**config.mk**
```make
export PLATFORM = sky130hd
export DESIGN_NAME = neuron_vec_pe
export DESIGN_NICKNAME = d
export VERILOG_FILES = /design/src/rtl/neuron_pkg.sv /design/src/rtl/neuron_wmem.sv /design/src/rtl/neuron_vec_pe.sv
export SDC_FILE = /design/constraint.sdc
export NUM_CORES = 2
export LEC_CHECK = 0
export BUFFER_PORTS_ARGS = -buffer_cell sky130_fd_sc_hd__buf_2
export CAP_MARGIN = 40
export CELL_PAD_IN_SITES_DETAIL_PLACEMENT = 1
export CELL_PAD_IN_SITES_GLOBAL_PLACEMENT = 1
export CORE_AREA = 2 2 273 275
export CTS_CLUSTER_SIZE = 8
export DETAILED_ROUTE_END_ITERATION = 8
export DIE_AREA = 0 0 275 277
export PLACE_DENSITY = 0.83
export REMOVE_ABC_BUFFERS = 1
export SKIP_CTS_REPAIR_TIMING = 1
export SYNTH_ARGS = -nofsm -noshare
export SYNTH_HDL_FRONTEND = slang
export SYNTH_SLANG_ARGS = --single-unit
export TNS_END_PERCENT = 10
```
**constraint.sdc**
```tcl
create_clock -name clk -period 6.9 [get_ports clk]
set_input_delay 0.69 -clock clk [delete_from_list [all_inputs] [get_ports clk]]
set_output_delay 0.69 -clock clk [all_outputs]
set_load 0.01 [all_outputs]
```
**src/rtl/neuron_pkg.sv**
```systemverilog
// Shared types and helpers for the vector neuron processing element.
package neuron_pkg;

    typedef enum logic [1:0] {ACC, DRAIN, FIN, OUT} state_e;

    localparam logic ACT_LINEAR = 1'b0;
    localparam logic ACT_RELU   = 1'b1;

    // Arithmetic right shift (floor) followed by clamping to a signed dw-bit range.
    function automatic logic signed [63:0] sat_shift(input logic signed [63:0] value,
                                                     input int frac_bits,
                                                     input int dw);
        logic signed [63:0] r;
        logic signed [63:0] hi;
        logic signed [63:0] lo;
        r  = value >>> frac_bits;
        hi = (64'sd1 <<< (dw - 1)) - 64'sd1;
        lo = -(64'sd1 <<< (dw - 1));
        if (r > hi) return hi;
        if (r < lo) return lo;
        return r;
    endfunction

endpackage

```
**src/rtl/neuron_wmem.sv**
```systemverilog
// Weight store: BEATS words of LANES packed weights, filled one lane at a time.
module neuron_wmem
    import neuron_pkg::*;
#(
    parameter int LANES      = 2,
    parameter int DATA_WIDTH = 16,
    parameter int BEATS      = 4
) (
    input  logic                        clk,
    input  logic                        rst,
    input  logic                        we,
    input  logic [DATA_WIDTH-1:0]       wdata,
    input  logic [((BEATS > 1) ? $clog2(BEATS) : 1)-1:0] raddr,
    output logic [LANES*DATA_WIDTH-1:0] rdata
);

    localparam int BW = (BEATS > 1) ? $clog2(BEATS) : 1;
    localparam int LW = (LANES > 1) ? $clog2(LANES) : 1;

    logic [LANES*DATA_WIDTH-1:0] mem [BEATS];
    logic [BW-1:0]               wr_word;
    logic [LW-1:0]               wr_lane;

    // Contents survive reset; only the write pointer is cleared.
    always_ff @(posedge clk) begin
        if (we) mem[wr_word][wr_lane*DATA_WIDTH +: DATA_WIDTH] <= wdata;
    end

    always_ff @(posedge clk or negedge rst) begin
        if (!rst) begin
            wr_word <= '0;
            wr_lane <= '0;
        end else if (we) begin
            if (wr_lane == LW'(LANES - 1)) begin
                wr_lane <= '0;
                wr_word <= (wr_word == BW'(BEATS - 1)) ? '0 : wr_word + 1'b1;
            end else begin
                wr_lane <= wr_lane + 1'b1;
            end
        end
    end

    assign rdata = mem[raddr];

endmodule

```
**src/rtl/neuron_vec_pe.sv**
```systemverilog
// Multi-lane neuron: streamed MAC over stored weights, bias add, saturate, optional ReLU.
module neuron_vec_pe
    import neuron_pkg::*;
#(
    parameter int LAYER_NO   = 1,
    parameter int NEURON_NO  = 0,
    parameter int NUM_WEIGHT = 8,
    parameter int LANES      = 2,
    parameter int DATA_WIDTH = 16,
    parameter int FRAC_BITS  = 14
) (
    input  logic                        clk,
    input  logic                        rst,
    input  logic [LANES*DATA_WIDTH-1:0] in_data,
    input  logic                        in_valid,
    output logic                        in_ready,
    input  logic                        weight_valid,
    input  logic                        bias_valid,
    input  logic [31:0]                 weight_value,
    input  logic [31:0]                 bias_value,
    input  logic [31:0]                 config_layer_num,
    input  logic [31:0]                 config_neuron_num,
    input  logic                        act_mode,
    output logic [DATA_WIDTH-1:0]       out_data,
    output logic                        out_valid,
    input  logic                        out_ready,
    output logic                        cfg_err
);

    localparam int BEATS  = NUM_WEIGHT / LANES;
    localparam int ACC_W  = 2*DATA_WIDTH + $clog2(NUM_WEIGHT) + 1;
    localparam int TW     = ACC_W + 1;
    localparam int PW     = 2*DATA_WIDTH;
    localparam int BW     = (BEATS > 1) ? $clog2(BEATS) : 1;
    localparam int STAGES = 1;

    state_e                          state, state_nxt;
    logic [BW-1:0]                   beat_cnt;
    logic                            drain_cnt;
    logic [STAGES:0]                 vld_pipe;
    logic [LANES-1:0][DATA_WIDTH-1:0] x_q, w_q;
    logic [LANES-1:0][PW-1:0]        prod, prod_q;
    logic signed [ACC_W-1:0]         acc, prod_sum;
    logic [DATA_WIDTH-1:0]           bias_reg;
    logic [LANES*DATA_WIDTH-1:0]     w_word;
    logic signed [TW-1:0]            t_fin;
    logic signed [63:0]              r_sat;
    logic [DATA_WIDTH-1:0]           res;
    logic                            accept, last_beat, cfg_hit, idle, out_fire, w_we;
    logic                            unused;

    assign accept    = in_valid & in_ready;
    assign last_beat = (beat_cnt == BW'(BEATS - 1));
    assign cfg_hit   = (config_layer_num == 32'(LAYER_NO)) && (config_neuron_num == 32'(NEURON_NO));
    assign idle      = (state == ACC) && (beat_cnt == '0) && !accept;
    assign out_fire  = out_valid & out_ready;
    assign w_we      = weight_valid & cfg_hit & idle;
    assign unused    = &{1'b0, weight_value[31:DATA_WIDTH], bias_value[31:DATA_WIDTH],
                         r_sat[63:DATA_WIDTH]};

    neuron_wmem #(
        .LANES     (LANES),
        .DATA_WIDTH(DATA_WIDTH),
        .BEATS     (BEATS)
    ) u_wmem (
        .clk  (clk),
        .rst  (rst),
        .we   (w_we),
        .wdata(weight_value[DATA_WIDTH-1:0]),
        .raddr(beat_cnt),
        .rdata(w_word)
    );

    always_ff @(posedge clk or negedge rst) begin
        if (!rst) state <= ACC;
        else      state <= state_nxt;
    end

    always_comb begin
        state_nxt = state;
        case (state)
            ACC:   if (accept && last_beat) state_nxt = DRAIN;
            DRAIN: if (drain_cnt)           state_nxt = FIN;
            FIN:                            state_nxt = OUT;
            OUT:   if (out_fire)            state_nxt = ACC;
            default:                        state_nxt = ACC;
        endcase
    end

    always_comb begin
        in_ready = (state == ACC);
    end

    for (genvar i = 0; i < LANES; i++) begin : g_lane
        assign prod[i] = $signed(x_q[i]) * $signed(w_q[i]);
    end

    always_comb begin
        prod_sum = '0;
        for (int i = 0; i < LANES; i++) prod_sum = prod_sum + ACC_W'($signed(prod_q[i]));
    end

    // Bias is aligned to the accumulator's 2*FRAC_BITS scale before the single rounding shift.
    always_comb begin
        t_fin = TW'(acc) + (TW'($signed(bias_reg)) <<< FRAC_BITS);
        r_sat = sat_shift(64'(t_fin), FRAC_BITS, DATA_WIDTH);
        res   = r_sat[DATA_WIDTH-1:0];
        if (act_mode == ACT_RELU && r_sat < 0) res = '0;
    end

    always_ff @(posedge clk or negedge rst) begin
        if (!rst) begin
            beat_cnt  <= '0;
            drain_cnt <= 1'b0;
            vld_pipe  <= '0;
            x_q       <= '0;
            w_q       <= '0;
            prod_q    <= '0;
            acc       <= '0;
            bias_reg  <= '0;
            out_data  <= '0;
            out_valid <= 1'b0;
            cfg_err   <= 1'b0;
        end else begin
            vld_pipe  <= {vld_pipe[STAGES-1:0], accept};
            drain_cnt <= (state == DRAIN) ? ~drain_cnt : 1'b0;
            if (accept) begin
                x_q      <= in_data;
                w_q      <= w_word;
                beat_cnt <= last_beat ? '0 : beat_cnt + 1'b1;
            end
            if (vld_pipe[0]) prod_q <= prod;
            if (state == OUT && out_fire) acc <= '0;
            else if (vld_pipe[STAGES])    acc <= acc + prod_sum;
            if (bias_valid && cfg_hit && idle) bias_reg <= bias_value[DATA_WIDTH-1:0];
            if ((weight_valid || bias_valid) && cfg_hit && !idle) cfg_err <= 1'b1;
            if (state == FIN) begin
                out_data  <= res;
                out_valid <= 1'b1;
            end else if (state == OUT && out_fire) begin
                out_valid <= 1'b0;
            end
        end
    end

endmodule

```
# Yosys cells after proc, flatten, opt, wreduce, memory -nomap -nowiden
# Memories as Yosys holds them, arrays and structs flattened. A register that Yosys moved wholly into a read port is not among the register bits.
# Index checks and enable logic that the tools add are counted.
[totals] wordCells=87 mem_count=1 regBits=176 output_inout_bits=19 rom_bits=0 ramBits=128 latch_bits=0
[mem_list] memory="u_wmem.mem" depth=4 width=32 read_ports=1 rd_ports_with_merged_regs=1 wr=1 line="neuron_wmem.sv:20" rtl="logic [LANES*DATA_WIDTH-1:0] mem [BEATS];"
[classes] add_sub_neg=7 n_bitwise=5 n_mux=22 div=0 n_eq_ne=9 reduce_logical=21 n_lt_le_gt_ge=3 shifts=2 multipliers=2
[op_table] op="$mux 64" n=4
[op_table] op="$mux 36" n=2
[op_table] op="$lt 64x1->1 const B" n=1
[op_table] op="$mul 16x16->32" n=2
[op_table] op="$add 36x30->37" n=1
[op_table] op="$add 36x33->36" n=1
[op_table] op="$neg 5->34" n=1
[op_table] op="$shift 16x34->32 const A" n=1
[op_table] op="$shiftx 16x34->32" n=1
[op_table] op="$add 32x32->33" n=1
[op_table] op="$eq 32x1->1 const B" n=1
[op_table] op="$logic_not 32->1" n=1
[op_table] op="$mux 32" n=1
[op_table] op="$gt 23x16->1 const B" n=1
[op_table] op="$lt 23x16->1 const B" n=1
[op_table] op="$mux 16" n=1
[op_table] op="$logic_and 1x1->1" n=10
[op_table] op="$mux 2" n=5
[op_table] op="$eq 2x2->1 const B" n=4
[op_table] op="$mux 1" n=8
[op_table] op="$pmux 2 s4" n=1
[op_table] op="$add 2x1->2 const B" n=2
[op_table] op="$and 1x1->1" n=4
[op_table] op="$logic_not 2->1" n=2
[op_table] op="10 further kinds" n=14

# Depth between registers and ports, before layout
[logic_depth] depth_word=9 depth_mapped=25

# By module
# A second synthesis with hierarchy kept.
[hier_totals] cells_unflattened=3327 hier_area_um2=35869.4
[by_module_without_submodules] module="neuron_vec_pe" cells_each=3100 area_each_um2=30759.5 n_inst=1
[by_module_without_submodules] module="neuron_wmem" cells_each=227 area_each_um2=5109.9 n_inst=1

# Least setup slack after synthesis
# Ideal clock, no wire load.
[synth_timing] path_kind="reg-to-reg" start="reg w_q[20] (netlist bit) (read register of u_wmem.mem)" end="reg prod_q[57] (netlist bit)" path_slack_ps=525 stages_incl_launch_ff=23 arrival_ps=6251 synth_period_minus_slack_ps=6375 setup_time_ps=125 required_time_ps=6775 n_path_buf=1 cell_sequence="dfrtp_1 > clkbuf_1 > and2_1 > fa_1 > inv_1 > fa_1 > fa_1 > inv_1 > fa_1 > fa_1 > inv_1 > fa_1 > inv_1 > ha_1 > and3_1 > a221o_1 > and2_1 > a211oi_1 > o211ai_1 > a41oi_1 > o21ai_1 > xor2_1 > mux2_2"
[synth_via] elab_chain_len=1
[synth_lines] item="start, declared" line="neuron_vec_pe.sv:41" rtl="logic [LANES-1:0][DATA_WIDTH-1:0] x_q, w_q;"
[synth_lines] item="$mul 16x16->32" line="neuron_vec_pe.sv:95" rtl="assign prod[i] = $signed(x_q[i]) * $signed(w_q[i]);"
[synth_lines] item="end signal, assigned" line="neuron_vec_pe.sv:132" rtl="if (vld_pipe[0]) prod_q <= prod;"
[synth_lines] item="end, declared" line="neuron_vec_pe.sv:42" rtl="logic [LANES-1:0][PW-1:0] prod, prod_q;"
# No other way between the ends.
# A chain may end at the register's enable or synchronous reset.

# Final worst setup path
[layout_timing] start="reg x_q[21] (netlist bit)" end="reg prod_q[60] (netlist bit)"
[layout_via] elab_chain_len=1
[layout_lines] item="start, declared" line="neuron_vec_pe.sv:41"
[layout_lines] item="start signal, assigned" line="neuron_vec_pe.sv:128" rtl="x_q <= in_data;"
[layout_lines] item="$mul 16x16->32" line="neuron_vec_pe.sv:95"
# No other way between the ends.

==> flow_summary.json <==
{
  "numCtsBuffers": 48,
  "yosys.area.top_type_share": 0.310,
  "setup_viol": 0,
  "h-tree-depth": 2,
  "final_common_cell": "inv_1",
  "core_area_um2": 73600,
  "dp_slack_ns": -0.0383,
  "initial_utilization": 0.493,
  "final_cell_mix": "inv_1, fa_1, nand2_1",
  "outcome": "completed",
  "grt_pass1_wl_um": 167000,
  "hold_viol": 0,
  "setup_slack_ns": 0.123,
  "dpl.hpwl_um": 81800,
  "path_max_fanout": 8,
  "cp_data_arrival_time_ns": 7.27,
  "drv_slew": 0,
  "drt_first_iter_violations": 1334,
  "synth_edf_count": 128,
  "critPathLaunchType": "flip-flop",
  "track_usage": 0.282,
  "crit_path_end_kind": "flip-flop",
  "rsz0062_at_grt": "yes",
  "max_freq_mhz": 148,
  "postRouteAntennaNets": 0,
  "max-slew-margin-rel": 0.346,
  "clock-skew-final_ns": 0.0335,
  "synth-seq-area-share": 0.250,
  "cts.sinks": 336,
  "multi_input_area_um2": 24500,
  "ys_async_sr_fraction": 0.619,
  "utilization": 0.545,
  "whs_ns": 0.0429,
  "syn_area_per_cell_um2": 10.6,
  "yosysTopAreaCell": "fa_1",
  "pin_count": 186,
  "routabilityCongestion": 0.839,
  "post-route-min-period_ns": 6.78,
  "synth_seq_cells": 336,
  "routedWlPerCell_um": 22.4,
  "final.fill_count": 7989,
  "cp.required_ns": 7.40,
  "yosysUniqueCellTypes": 76,
  "via_per_inst": 5.63,
  "synth_ff_type": "dfrtp_1",
  "antenna_found_initial": 3,
  "synthCells": 3431,
  "regArea_um2": 9080,
  "die_w_um": 275,
  "final_cell_count_no_fill": 4605,
  "clk_latency_ns": 0.62,
  "dieArea_um2": 76200,
  "syn_to_final_growth_pct": 10.6,
  "critPathKind": "flip-flop to flip-flop",
  "place_inst": 4523,
  "numPortBuffers": 153,
  "drive_above_1_share": 0.136,
  "drt-total-wl_um": 103000,
  "hold_class": "input port to asynchronous set/reset pin",
  "first_pass_iters": 5,
  "largest_reg_flops": 128,
  "grt_pass1_vias": 30449,
  "cts-root-buf": "clkbuf_16",
  "rows": 100,
  "die_y_um": 277,
  "largest-register": "u_wmem.mem",
  "vias": 25916,
  "reg_top3": "u_wmem.mem: 128 flops, prod_q: 64 flops, acc: 36 flops",
  "clockBufferDepth": 3,
  "synthTopCellsByArea": "fa_1, dfrtp_1, edfxtp_1",
  "synth-warning-count": 0,
  "drc_errors": 0,
  "clkTransAtPathRegs_ns": 0.05,
  "grt_max_degree": 142,
  "tightestPinTransition_ns": 0.981,
  "drv_cap": 0,
  "gr-total-overflow": 0,
  "nets": 4564,
  "syn_area_um2": 36300,
  "cts_tree": "done",
  "finalCritPeriodShare": 0.982
}
worst max-delay path, stage by stage, from the launching register on:
cell	delay, ns
dfrtp_2	0.47
and2_1	0.21
fa_1	0.55
inv_1	0.06
fa_1	0.56
fa_1	0.44
fa_1	0.52
inv_1	0.07
fa_1	0.54
inv_1	0.06
fa_1	0.58
inv_1	0.07
ha_1	0.32
and3_1	0.22
a221o_1	0.41
a311oi_2	0.27
o21ai_2	0.17
a221oi_4	0.39
nor3_1	0.15
a311oi_1	0.27
nor3_1	0.07
mux2_2	0.27
path summary, 6_finish.rpt:
path                               end  slack, ns     startpoint  cells past startpoint
max                         prod_q[60]       0.12        x_q[21]                     21
min                        bias_reg[5]       0.04            rst                      1
max reg2reg                 prod_q[60]       0.12        x_q[21]                     21
min reg2reg                  drain_cnt       0.41      drain_cnt                      1
max in group asynchronous       x_q[9]       5.46            rst                      2
min in group clk           bias_reg[7]       0.29  bias_value[7]                      2
stage by stage:
stage	area [µm²]	TNS [ns]
after detailed placement	38600	-0.0493
after floorplan	35800	0
after CTS	40000	-0.394
final	40100	0
after global placement	38400	0
after global routing	40100	-0.165
cell usage after synthesis, types with 31 or more instances:
library cell,n
a21o_1,43
a21oi_1,97
and2_1,265
clkbuf_1,114
dfrtp_1,208
edfxtp_1,128
fa_1,561
ha_1,232
inv_1,628
mux2_2,112
mux4_2,32
nand2_1,330
nand3_1,31
nor2_1,81
nor2b_1,34
o21ai_0,60
o21ai_1,38
xnor2_1,80
layer usage:
layer / part of all wire / GRT usage / vias to the layer above
li1: - / - / 11367
met1: 0.39 / 0.346 / 13620
met2: 0.52 / 0.501 / 686
met3: 0.042 / 0.0375 / 243
met4: 0.044 / 0.112 / 0
met5: 0 / 0 / -
cell type report:
| cell class | instances | share of cell area |
|---|---|---|
| Antenna cell | 2 | 0.000125 |
| Clock inverter | 3 | 0.00190 |
| Inverter | 630 | 0.0590 |
| Timing Repair Buffer | 244 | 0.0387 |
| Tap cell | 969 | 0.0302 |
| Clock buffer | 77 | 0.0332 |
| Sequential cell | 336 | 0.226 |
| Multi-Input combinational cell | 2344 | 0.610 |
cells by family after synthesis:
family,synth area share
buffers and inverters,0.0781
AO/OA/AOI/OAI,0.0738
adder cells (fa/ha/maj),0.390
XOR/XNOR,0.0263
multiplexers,0.0610
AND/OR/NAND/NOR,0.121
flip-flops,0.250
Power is left out: the tool's default activity adds up to more than one toggle a clock period on the data nets, which glitch-free logic cannot reach.
